`src/rtl/irq_seq.sv`:
```
// Prioritised interrupt sequencer: edge/level pending latches, mask + global enable, IDLE/ENTER/SERVICE handshake.
// Latency: input edge -> pending +1 cycle -> irq_take +2 cycles; no backpressure, late requests wait pending until return.
module irq_seq #(
  parameter int N_IRQ = 4,
  parameter int VEC_W = 3,
  parameter int EDGE  = 1
) (
  input  logic             clk,
  input  logic             reset,
  input  logic [N_IRQ-1:0] irq_in,
  input  logic             mask_we,
  input  logic [N_IRQ-1:0] mask_din,
  input  logic             gie_we,
  input  logic             gie_din,
  input  logic             ret_i,
  output logic             irq_take,
  output logic [VEC_W-1:0] vec_sel,
  output logic             in_service,
  output logic [VEC_W-1:0] isr_id,
  output logic [N_IRQ-1:0] pending
);

  typedef enum logic [1:0] {S_IDLE, S_ENTER, S_SERVICE} state_t;

  state_t           r_state;
  logic [VEC_W-1:0] r_id;
  logic [N_IRQ-1:0] r_prev;
  logic [N_IRQ-1:0] r_pending;
  logic [N_IRQ-1:0] r_mask;
  logic             r_gie;
  logic             r_armed;
  logic             r_irq_take;
  logic [VEC_W-1:0] r_vec_sel;
  logic             r_in_service;
  logic [VEC_W-1:0] r_isr_id;

  logic [N_IRQ-1:0] w_cand;
  logic [N_IRQ-1:0] w_set;
  logic [N_IRQ-1:0] w_clr;
  logic [N_IRQ-1:0] w_pend_nxt;
  logic             w_win_vld;
  logic [VEC_W-1:0] w_win_id;

  always_comb begin
    w_cand    = r_pending & r_mask & {N_IRQ{r_gie}};
    w_win_vld = |w_cand;
    w_win_id  = '0;
    // Descending scan so the lowest set index is the last (winning) assignment.
    for (int i = N_IRQ - 1; i >= 0; i--) begin
      if (w_cand[i]) w_win_id = VEC_W'(i);
    end
    // r_armed masks the first cycle after reset so lines already high are not seen as edges.
    w_set = irq_in & ~r_prev & {N_IRQ{r_armed}};
    w_clr = '0;
    for (int i = 0; i < N_IRQ; i++) begin
      w_clr[i] = (r_state == S_ENTER) && (r_id == VEC_W'(i));
    end
    w_pend_nxt = (EDGE != 0) ? ((r_pending & ~w_clr) | w_set) : irq_in;
  end

  always_ff @(posedge clk or negedge reset) begin
    if (!reset) begin
      r_prev    <= '0;
      r_armed   <= 1'b0;
      r_pending <= '0;
      r_mask    <= '1;
      r_gie     <= 1'b0;
    end else begin
      r_prev    <= irq_in;
      r_armed   <= 1'b1;
      r_pending <= w_pend_nxt;
      if (mask_we) r_mask <= mask_din;
      if (gie_we)  r_gie  <= gie_din;
    end
  end

  always_ff @(posedge clk or negedge reset) begin
    if (!reset) begin
      r_state      <= S_IDLE;
      r_id         <= '0;
      r_irq_take   <= 1'b0;
      r_vec_sel    <= '0;
      r_in_service <= 1'b0;
      r_isr_id     <= '0;
    end else begin
      case (r_state)
        S_IDLE: begin
          if (w_win_vld) begin
            r_id       <= w_win_id;
            r_state    <= S_ENTER;
            r_irq_take <= 1'b1;
            r_vec_sel  <= w_win_id + VEC_W'(1);
          end
        end
        S_ENTER: begin
          r_state      <= S_SERVICE;
          r_irq_take   <= 1'b0;
          r_vec_sel    <= '0;
          r_in_service <= 1'b1;
          r_isr_id     <= r_id;
        end
        S_SERVICE: begin
          if (ret_i) begin
            r_state      <= S_IDLE;
            r_in_service <= 1'b0;
            r_isr_id     <= '0;
          end
        end
        default: begin
          r_state      <= S_IDLE;
          r_irq_take   <= 1'b0;
          r_vec_sel    <= '0;
          r_in_service <= 1'b0;
          r_isr_id     <= '0;
        end
      endcase
    end
  end

  assign irq_take   = r_irq_take;
  assign vec_sel    = r_vec_sel;
  assign in_service = r_in_service;
  assign isr_id     = r_isr_id;
  assign pending    = r_pending;

endmodule

```
`config.mk`:
```
export PLATFORM = sky130hd
export DESIGN_NAME = irq_seq
export DESIGN_NICKNAME = d
export VERILOG_FILES = /design/src/rtl/irq_seq.sv
export SDC_FILE = /design/constraint.sdc
export NUM_CORES = 1
export LEC_CHECK = 0
export BUFFER_PORTS_ARGS = -buffer_cell sky130_fd_sc_hd__buf_2
export CAP_MARGIN = 20
export CORE_ASPECT_RATIO = 1.5
export CORE_MARGIN = 4
export CORE_UTILIZATION = 25
export DETAILED_ROUTE_END_ITERATION = 8
export PLACE_DENSITY = 0.46
export SLEW_MARGIN = 20
export SYNTH_ARGS = -nofsm -noshare
export SYNTH_HDL_FRONTEND = slang
export SYNTH_SLANG_ARGS = --single-unit
```
`constraint.sdc`:
```
create_clock -name clk -period 2.6 [get_ports clk]
set_input_delay 0 -clock clk [delete_from_list [all_inputs] [get_ports clk]]
set_output_delay 0 -clock clk [all_outputs]
set_load 0.01 [all_outputs]
```
## After elaboration in Yosys (flattened, before gate mapping)

Cells that the tools add are included.

| operators by class | value |
|---|---|
| add/sub/neg operators | 1 |
| eq/ne operators | 7 |
| multiplexer cells | 15 |
| bitwise operators | 10 |
| reduce and logical (&&, ||, !) cells | 11 |

Operators with widths:

| kind | number |
|---|---|
| 4-bit bitwise AND | 5 |
| 2-bit two-way mux | 5 |
| 3-bit two-way mux | 3 |
| 3-bit case mux with 3 select lines | 1 |
| 4-bit inverter | 2 |
| 2-bit AND reduction | 4 |
| 3-bit by 2-bit == test with 1-bit output, second input constant | 2 |
| 2-bit case mux with 3 select lines | 1 |
| 3-bit case mux with 2 select lines | 1 |
| 1-bit logical AND | 4 |
| 2-bit inequality test, second input constant | 2 |
| 4-bit bitwise OR | 1 |
| 4-bit OR reduction | 1 |
| 3-bit by 1-bit adder with 3-bit output, second input constant | 1 |
| 3-bit by 1-bit == test with 1-bit output, second input constant | 1 |
| 3-bit logical NOT | 1 |
| 1-bit case mux with 3 select lines | 1 |
| 2-bit by 1-bit == test with 1-bit output, second input constant | 1 |
| 2-bit == test, second input constant | 1 |
| 2-bit logical NOT | 1 |
| 1-bit two-way mux | 2 |
| 1-bit inverter | 2 |
| 1-bit case mux with 2 select lines | 1 |

| word-level totals | value |
|---|---|
| register bits after elaboration | 27 |
| input bits | 14 |
| output and inout port bits | 12 |
| logic and storage cells | 55 |

## Longest topological paths before layout

Gate-level depths: netlist of the first run.

| depth | value |
|---|---|
| depth after elaboration | 9 |
| gate-level depth with buffers | 6 |
| mapped depth without buffers | 6 |

## Worst setup path before layout of the first run

OpenSTA, ideal clock, no wires.

| timing | value |
|---|---|
| path kind | register to register |
| from | register r_mask[3] |
| to | register r_vec_sel[1], in the netlist vec_sel[1] |
| library setup time | 0.124 ns |
| arrival time | 1.395 ns |
| data required time | 2.476 ns |
| setup slack | 1.081 ns |
| stages on the path, launching flop included | 6 |
| buffers on the path | 0 |
| period minus slack after synthesis | 1.519 ns |
| path through | dfstp_2 > a32oi_1 > a211oi_1 > ha_1 > mux2i_1 > nor2_1 |

| between the ends | value |
|---|---|
| word-level cells in the longest chain between the ends | 9 |
| elaborated cells on any way between the ends | 12 |
| those cells by class | add/sub: 1; eq/ne: 1; mux: 6; bitwise: 2; reduce/logical: 2 |

Ends and longest elaborated chain:

| item | RTL line | source |
|---|---|---|
| from (decl) | 29 | `logic [N_IRQ-1:0] r_mask;` |
| from (signal assigned) | 72 | `if (mask_we) r_mask <= mask_din;` |
| 4-bit bitwise AND (2 in a row) | 45 | `w_cand = r_pending & r_mask & {N_IRQ{r_gie}};` |
| 2-bit two-way mux (3 in a row) | 50 | `if (w_cand[i]) w_win_id = VEC_W'(i);` |
| 3-bit two-way mux | 50 |  |
| net w_win_id[0] | 42 | `logic [VEC_W-1:0] w_win_id;` |
| 3-bit by 1-bit adder with 3-bit output | 92 | `r_vec_sel <= w_win_id + VEC_W'(1);` |
| 3-bit two-way mux | 88 | `if (w_win_vld) begin` |
| 3-bit case mux with 2 select lines | 86 | `case (r_state)` |
| to (signal assigned) | 92 |  |
| to (decl) | 33 | `logic [VEC_W-1:0] r_vec_sel;` |

The timed path passes the listed nets, and every way through them passes these cells. The select of a mux whose other input is x is not followed.
A chain may end at the register's enable or synchronous reset.

## Worst setup path in the final report of the first run

Ends and elaborated chain as after synthesis.

==> flow_metrics.py, run 1 <==
metrics = {
    "power": {
        "leakage_nw": 0.620,
        "sw_frac_of_total_pct": 34.5,
        "power_frac_comb_pct": 30.1,
        "p_per_area_nw_per_um2": 922,
        "pwr-share-seq_pct": 51.2,
        "switching_power_mw": 0.426,
        "maximum_resistive_drop_on_vdd_mv": 0.450,
        "power.internal_mw": 0.809,
        "clock_power_share_pct": 18.7,
    },
    "sta": {
        "setup_total_negative_slack_ns": 0,
        "finalSetupViolCount": 0,
        "final-max-slew-violation-count": 0,
        "layout_worst_path_cycle_share_pct": 63.5,
        "postLayoutSetupSlackWorst_ns": 0.948,
        "setup_repair_after_global_routing_missed_its_margin": "false",
        "slew-limit-headroom_pct": 62.5,
        "tightestPinTransition_ns": 0.563,
        "fmax_ghz": 0.605,
        "finalWorstPathRequiredPeriod_ns": 1.65,
        "clock-skew-final_ns": 0.00294,
        "final-hold-violation-count": 0,
    },
    "die": {
        "initial_utilization_pct": 25.8,
        "io_pins": 26,
        "core_sq_um": 3960,
        "core.rowCount": 28,
        "area_enclosed_by_the_die_boundary_sq_um": 5190,
        "dieHeight_um": 86.3,
        "floorplan.die.width_um": 60.2,
    },
    "routing": {
        "drt_pre_antenna_iters": 2,
        "drc": 0,
        "drt-vias-per-instance": 4.44,
        "routedWlPerCell_um": 13.2,
        "drt_iter0_markers": 9,
        "totalWireLength_um": 2180,
        "wl_met3_um": 89,
        "route.top_layer_used": "met4",
        "drt.antenna.violating_nets": 0,
        "met2_length_um": 1200,
        "wl_met1_um": 868,
        "total_number_of_vias": 732,
    },
    "setup_path": {
        "startpoint_type": "register",
        "crit_fanout": 3,
        "timing.setup.critical_path_class": "reg2reg",
        "timing.critical_path.cells": "a32oi_1 -> a211oi_1 -> ha_1 -> mux2i_1 -> nor2_1",
        "critPathMaxStageDelay_ns": 0.55,
        "end_kind": "register",
        "cpMaxStageDelayCell": "sky130_fd_sc_hd__dfstp_2",
        "crit_family": "flip-flops",
        "worstPathRequired_ns": 2.74,
        "arrival_ns": 1.79,
        "critical_path_buf_inv_count": 0,
    },
    "global_routing": {
        "grt_max_degree": 26,
        "grt.total_usage_pct": 10.2,
        "globalRoute.totalOverflow": 0,
        "grt_pass1_wl_um": 4060,
        "first_global_vias": 838,
        "grt_antenna_before_repair": 0,
    },
    "clock_network": {
        "post_cts_resized": 0,
        "tritoncts": "done",
        "clockBufferDepth": 2,
        "cts_num_sinks": 25,
        "clock_transition_at_the_register_clock_pins_on_the_worst_setup_and_hold_paths_after_cts_ns": 0.09,
        "cts_root_buffer": "sky130_fd_sc_hd__clkbuf_8",
        "numCtsBuffers": 3,
        "cts.htree.levels": 1,
        "insertion_delay_ns": 0.26,
    },
    "finish": {
        "post_route_cells_drive_above_1_share_pct": 32.5,
        "num-fill-cells": 411,
        "diodes": 0,
        "syn_to_final_growth_pct": 31.3,
        "nNetsFinal": 136,
    },
    "synth": {
        "sequential_share_of_the_synthesized_area_pct": 61.8,
        "yosysUniqueCellTypes": 30,
        "syn_nets": 98,
        "synth_cells": 83,
        "yosysWarnings": 0,
        "synth_area_per_cell_sq_um": 12.3,
        "synth_flop_cell": "sky130_fd_sc_hd__dfrtp_1",
        "post_synth_edffs": 0,
        "synth.ff_latch_count": 25,
        "post_synthesis_cell_area_sq_um": 1020,
        "netlist_top_cells_area": "sky130_fd_sc_hd__dfrtp_1, sky130_fd_sc_hd__dfstp_2, sky130_fd_sc_hd__mux2_2, sky130_fd_sc_hd__mux2i_1, sky130_fd_sc_hd__o21ai_0",
        "netlist.top_cell.by_area": "sky130_fd_sc_hd__dfrtp_1",
        "synth_most_common_cell": "sky130_fd_sc_hd__dfrtp_1",
        "synthTopCellsByCount": "sky130_fd_sc_hd__dfrtp_1, sky130_fd_sc_hd__o21ai_0, sky130_fd_sc_hd__inv_1, sky130_fd_sc_hd__nand2_1",
        "synth_largest_type_area_fraction_pct": 51.5,
        "asr_flop_ratio_synth_pct": 100,
    },
    "run_status": {
        "outcome": "completed",
    },
    "hold_path": {
        "hp-class": "in2reg",
    },
    "flow_run": {
        "maxCapViolCount": 0,
    },
    "placed_design": {
        "gp_congestion": 0.693,
        "dp_hpwl_um": 1610,
        "dp_worst_setup_slack_ns": 0.948,
        "buffer_ports.inserted": 24,
    },
}
## path summary, 6_finish.rpt
path | to | depth (start not counted) | slack (ns) | from
setup / recovery | vec_sel[1] | 5 | 0.95 | r_mask[3]
hold / removal | in_service | 3 | 0.01 | ret_i
setup reg to reg | vec_sel[1] | 5 | 0.95 | r_mask[3]
hold reg to reg | pending[2] | 1 | 0.44 | r_prev[2]
max in group asynchronous | r_state[0] | 2 | 1.97 | reset
min in group asynchronous | r_gie | 2 | 0.26 | reset
## metrics by stage
stage | hold slack (ns) | std cells | utilization [%] | power [mW] | cell area [sq um]
after floorplan | -0.296 | 83 | - | 0.845 | 1020
after global placement | 0.0249 | 150 | 29.9 | 1.00 | 1180
after detailed placement | 0.0349 | 150 | 29.9 | 1.01 | 1180
after CTS | 0.0142 | 165 | 33.8 | 1.26 | 1340
after global routing | 0.0351 | 165 | 33.8 | 1.35 | 1340
final | 0.0128 | 165 | 33.8 | 1.24 | 1340
## placed cells by master, fill, tap and decap left out, types with 4 or more instances in the layout
cell	instances
sky130_fd_sc_hd__buf_2	24
sky130_fd_sc_hd__dfrtp_1	21
sky130_fd_sc_hd__dlygate4sd3_1	11
sky130_fd_sc_hd__o21ai_0	7
sky130_fd_sc_hd__nand2_1	6
sky130_fd_sc_hd__inv_1	6
sky130_fd_sc_hd__mux2i_1	4
sky130_fd_sc_hd__nor2_1	4
sky130_fd_sc_hd__mux2_2	4
sky130_fd_sc_hd__dfstp_2	4
## power groups by stage
stage	sequential (mW)	combinational, mW	clock [mW]
after floorplan	0.633	0.212	0
after global placement	0.645	0.356	0
after detailed placement	0.647	0.364	0
after CTS	0.639	0.381	0.239
after global routing	0.664	0.423	0.261
final	0.632	0.371	0.232
## cell families after synthesis
logic type | Yosys count | share of synthesized area [%]
flip-flops | 25 | 61.8
other | 2 | 0.736
AO/OA/AOI/OAI | 21 | 14.8
AND/OR/NAND/NOR | 17 | 8.58
adder cells (fa/ha/maj) | 1 | 1.23
multiplexers | 9 | 9.44
buffers and inverters | 8 | 3.43
## final cells by class
cell class                 count  area, sq um  area share [%]
clock buffer                   4         45.0            3.36
inverter                       6         22.5            1.68
multi-input combinational     50          355            26.5
sequential                    25          631            47.1
tap                           45         56.3            4.20
timing repair buffer          35          230            17.2
## sequential cells by signal, indices dropped and copies added (netlist names)
register	flops
r_armed	1
r_gie	1
pending	4
in_service	1
r_mask	4
r_id	2
r_state	2
vec_sel	3
irq_take	1
isr_id	2
r_prev	4
## layer usage
| metal | track usage, % | up-vias |
|---|---|---|
| li1 | - | 361 |
| met1 | 12.3 | 353 |
| met2 | 17.4 | 16 |
| met3 | 1.94 | 2 |
| met4 | 3.63 | 0 |
| met5 | 0 | - |
## repair_timing
item,4_1_cts,5_1_grt
endpoints found under the setup margin,0,0
endpoints found under the hold margin,32,0
setup buffers,0,0
hold buffers,11,0
## worst register-to-register path: cells and delay by family, from the launching register on
family	cells	cell delay, ns
AO/OA/AOI/OAI	2	0.48
adder cells (fa/ha/maj)	1	0.31
flip-flops	1	0.55
multiplexers	1	0.13
AND/OR/NAND/NOR	1	0.06
Note: power is estimated with default switching activity, not from simulation.
==> run 2: changes to the inputs <==
--- a/config.mk
+++ b/config.mk
@@ -5,13 +5,14 @@
 export SDC_FILE = /design/constraint.sdc
 export NUM_CORES = 1
 export LEC_CHECK = 0
+export ABC_AREA = 1
 export BUFFER_PORTS_ARGS = -buffer_cell sky130_fd_sc_hd__buf_2
 export CAP_MARGIN = 20
 export CORE_ASPECT_RATIO = 1.5
 export CORE_MARGIN = 4
 export CORE_UTILIZATION = 25
 export DETAILED_ROUTE_END_ITERATION = 8
-export PLACE_DENSITY = 0.46
+export PLACE_DENSITY = 0.47
 export SLEW_MARGIN = 20
 export SYNTH_ARGS = -nofsm -noshare
 export SYNTH_HDL_FRONTEND = slang
==> constraint.sdc (replaced) <==
create_clock -name clk -period 1.36 [get_ports clk]
set_input_delay 0 -clock clk [delete_from_list [all_inputs] [get_ports clk]]
set_output_delay 0 -clock clk [all_outputs]
set_load 0.01 [all_outputs]
==> run 2 against run 1 <==
  * Die area is 0.54% lower
  * Design area is 5.4% higher
  * Register-to-register slack lost 0.89 ns
  * First-iteration DRC count up 56%
  * Clock-buffer cell count did not move
  * Power grew 96%
  * Worst setup slack worse by 0.89 ns
  * Synthesized area fell by 0.61%
  * Flip-flop and latch count did not move
  * Sequential power increased by 77%
  * Clock power up 90%
  * Critical endpoint unchanged
==> flow_metrics.py, run 2 <==
metrics = {
    "synth": {
        "yosysUniqueCellTypes": 20,
        "synth_largest_type_area_fraction_pct": 51.8,
        "synth_flop_cell": "sky130_fd_sc_hd__dfrtp_1",
        "synthTopCellsByCount": "sky130_fd_sc_hd__nand2_1, sky130_fd_sc_hd__dfrtp_1, sky130_fd_sc_hd__inv_1",
        "yosysWarnings": 0,
        "synth_most_common_cell": "sky130_fd_sc_hd__nand2_1",
        "post_synthesis_cell_area_sq_um": 1010,
        "netlist_top_cells_area": "sky130_fd_sc_hd__dfrtp_1, sky130_fd_sc_hd__dfstp_2, sky130_fd_sc_hd__nand2_1, sky130_fd_sc_hd__mux2_2, sky130_fd_sc_hd__inv_1",
        "asr_flop_ratio_synth_pct": 100,
        "synth.ff_latch_count": 25,
        "netlist.top_cell.by_area": "sky130_fd_sc_hd__dfrtp_1",
        "synth_cells": 99,
        "sequential_share_of_the_synthesized_area_pct": 62.1,
        "post_synth_edffs": 0,
        "syn_nets": 114,
        "synth_area_per_cell_sq_um": 10.2,
    },
    "setup_path": {
        "end_kind": "register",
        "critPathMaxStageDelay_ns": 0.56,
        "startpoint_type": "register",
        "r2r_start": "r_mask[2]",
        "arrival_ns": 1.47,
        "cpMaxStageDelayCell": "sky130_fd_sc_hd__dfstp_2",
        "timing.setup.critical_path_class": "reg2reg",
        "path_common_cell": "sky130_fd_sc_hd__nand2_1",
        "crit_fanout": 3,
        "timing.critical_path.cells": "nand3_2 -> a21oi_4 -> ha_4 -> nand2_1 -> nand2_1",
        "r2r_depth": 5,
        "timing.reg2reg.setup_slack_ns": 0.06,
        "regToRegEndpoint": "vec_sel[1]",
        "worstPathRequired_ns": 1.53,
    },
    "power": {
        "power.internal_mw": 1.53,
        "totalPowerFinal_mw": 2.42,
        "maximum_resistive_drop_on_vdd_mv": 0.759,
        "p_per_area_nw_per_um2": 1710,
        "pwr-share-seq_pct": 46.4,
        "power_frac_comb_pct": 35.4,
        "switching_power_mw": 0.886,
        "clock_power_share_pct": 18.2,
        "leakage_nw": 0.680,
        "sw_frac_of_total_pct": 36.6,
    },
    "hold_path": {
        "timing.hold.worst_path_depth": 2,
        "worst_hold_startpoint": "mask_we",
        "whs_endpoint": "r_mask[2]",
        "hp-class": "in2reg",
    },
    "die": {
        "dieHeight_um": 86.0,
        "core.rowCount": 28,
        "initial_utilization_pct": 25.9,
        "floorplan.die.width_um": 60.0,
        "core_sq_um": 3920,
        "io_pins": 26,
        "area_enclosed_by_the_die_boundary_sq_um": 5160,
    },
    "clock_network": {
        "insertion_delay_ns": 0.27,
        "tritoncts": "done",
        "clockBufferDepth": 2,
        "cts.htree.levels": 1,
        "numCtsBuffers": 3,
        "post-cts-setup-buffers": 0,
        "cts_root_buffer": "sky130_fd_sc_hd__clkbuf_8",
        "cts_num_sinks": 25,
        "clock_transition_at_the_register_clock_pins_on_the_worst_setup_and_hold_paths_after_cts_ns": 0.08,
    },
    "global_routing": {
        "grt_pass1_wl_um": 3940,
        "first_global_vias": 923,
        "grt.total_usage_pct": 10.0,
        "grt_max_degree": 26,
        "globalRoute.totalOverflow": 0,
        "grt_antenna_before_repair": 0,
    },
    "sta": {
        "finalSetupViolCount": 0,
        "layout_worst_path_cycle_share_pct": 95.7,
        "clock-skew-final_ns": 0.00141,
        "fmax_ghz": 0.768,
        "setup_total_negative_slack_ns": 0,
        "tightestPinTransition_ns": 0.539,
        "final-hold-violation-count": 0,
        "slew-limit-headroom_pct": 64.1,
        "timing.hold.ws_ns": 0.0454,
        "postLayoutSetupSlackWorst_ns": 0.0580,
        "setup_repair_after_global_routing_missed_its_margin": "true",
        "finalWorstPathRequiredPeriod_ns": 1.30,
        "final-max-slew-violation-count": 0,
    },
    "finish": {
        "most-common-layout-cells": "sky130_fd_sc_hd__buf_2, sky130_fd_sc_hd__nand2_1, sky130_fd_sc_hd__dfrtp_1",
        "diodes": 0,
        "post_route_cells_drive_above_1_share_pct": 37.1,
        "nNetsFinal": 156,
        "mostFrequentLayoutCell": "sky130_fd_sc_hd__buf_2",
        "syn_to_final_growth_pct": 39.2,
    },
    "placed_design": {
        "gp_congestion": 0.723,
        "buffer_ports.inserted": 24,
        "dp_worst_setup_slack_ns": 0.00292,
        "dp_hpwl_um": 1660,
    },
    "routing": {
        "drt_pre_antenna_iters": 3,
        "drt_iter0_markers": 14,
        "total_number_of_vias": 817,
        "drc": 0,
        "drt.antenna.violating_nets": 0,
        "drt-vias-per-instance": 4.42,
        "routedWlPerCell_um": 11.9,
        "totalWireLength_um": 2210,
    },
    "flow_run": {
        "maxCapViolCount": 0,
    },
    "run_status": {
        "outcome": "completed",
    },
}
run 2: changes by cell type after synthesis, moves of 2 or more:
| cell | delta |
|---|---|
| sky130_fd_sc_hd__nand2_1 | +16 |
| sky130_fd_sc_hd__inv_1 | +6 |
| sky130_fd_sc_hd__mux2i_1 | -4 |
| sky130_fd_sc_hd__a32o_1 | -3 |
| sky130_fd_sc_hd__nand3_1 | +7 |
| sky130_fd_sc_hd__o31ai_1 | +2 |
| sky130_fd_sc_hd__nand2_2 | +2 |
| sky130_fd_sc_hd__a22o_1 | -2 |
run 2: how the worst max path moves through the flow:
stage                    from          to  cells after the start
finish              r_mask[2]  vec_sel[1]                      5
global route        r_mask[2]  vec_sel[1]                      8
CTS                 r_mask[2]  vec_sel[1]                      8
detailed placement  r_mask[3]  vec_sel[1]                      5
global placement    r_mask[3]  vec_sel[1]                      5
floorplan           r_mask[1]  vec_sel[1]                      6
run 2: power groups by stage:
stage | registers [mW] | clock network (mW) | logic, mW
6_report | 1.12 | 0.441 | 0.855
5_1_grt | 1.15 | 0.483 | 0.976
4_1_cts | 1.11 | 0.459 | 0.818
3_5_place_dp | 1.12 | 0 | 0.780
3_3_place_gp | 1.12 | 0 | 0.773
2_1_floorplan | 1.16 | 0 | 0.427
run 2: stage by stage:
| step | cell area, sq um | cells | utilization [%] |
|---|---|---|---|
| after floorplan | 1010 | 99 | - |
| after global placement | 1200 | 169 | 30.5 |
| after detailed placement | 1200 | 169 | 30.5 |
| after CTS | 1370 | 185 | 34.9 |
| after global routing | 1410 | 185 | 36.0 |
| final | 1410 | 185 | 36.0 |
run 2: layout make-up:
class                      count  area (sq um)
fill                         402          2510
sequential                    25           632
multi-input combinational     61           379
timing repair buffer          38           255
tap                           45          56.3
clock buffer                   4          45.0
inverter                      12          45.0
run 2: routing by layer:
metal | vias to the layer above | share of wire (%) | GRT usage [%] | wire length (um)
met5 | - | 0 | 0 | 0
met4 | 0 | 2.4 | 5.44 | 54
met3 | 5 | 3.2 | 1.81 | 71
met2 | 17 | 55 | 17.7 | 1220
met1 | 397 | 39 | 10.8 | 866
li1 | 398 | - | - | -
run 2: logic make-up after synthesis:
logic type / Yosys count / synth area share, %
other: 2 / 0.740
AOI/OAI and AO/OA: 14 / 8.88
buffers and inverters: 13 / 5.18
muxes: 5 / 5.55
DFF: 25 / 62.1
adders and majority gates: 1 / 1.23
and+or+nand+nor: 39 / 16.3
run 2: critical path: cells and delay by family (launching register included):
| kind | cells | cell delay, ns |
|---|---|---|
| adders and majority gates | 1 | 0.22 |
| AOI/OAI and AO/OA | 1 | 0.20 |
| and+or+nand+nor | 3 | 0.22 |
| DFF | 1 | 0.56 |
run 2: what timing repair did:
item                       4_1_cts  5_1_grt
hold endpoints to repair        35        0
cloned                           0        0
hold buffers                    12        0
pin swaps                        0        3
resized for setup                1       10
setup endpoints to repair        1        3
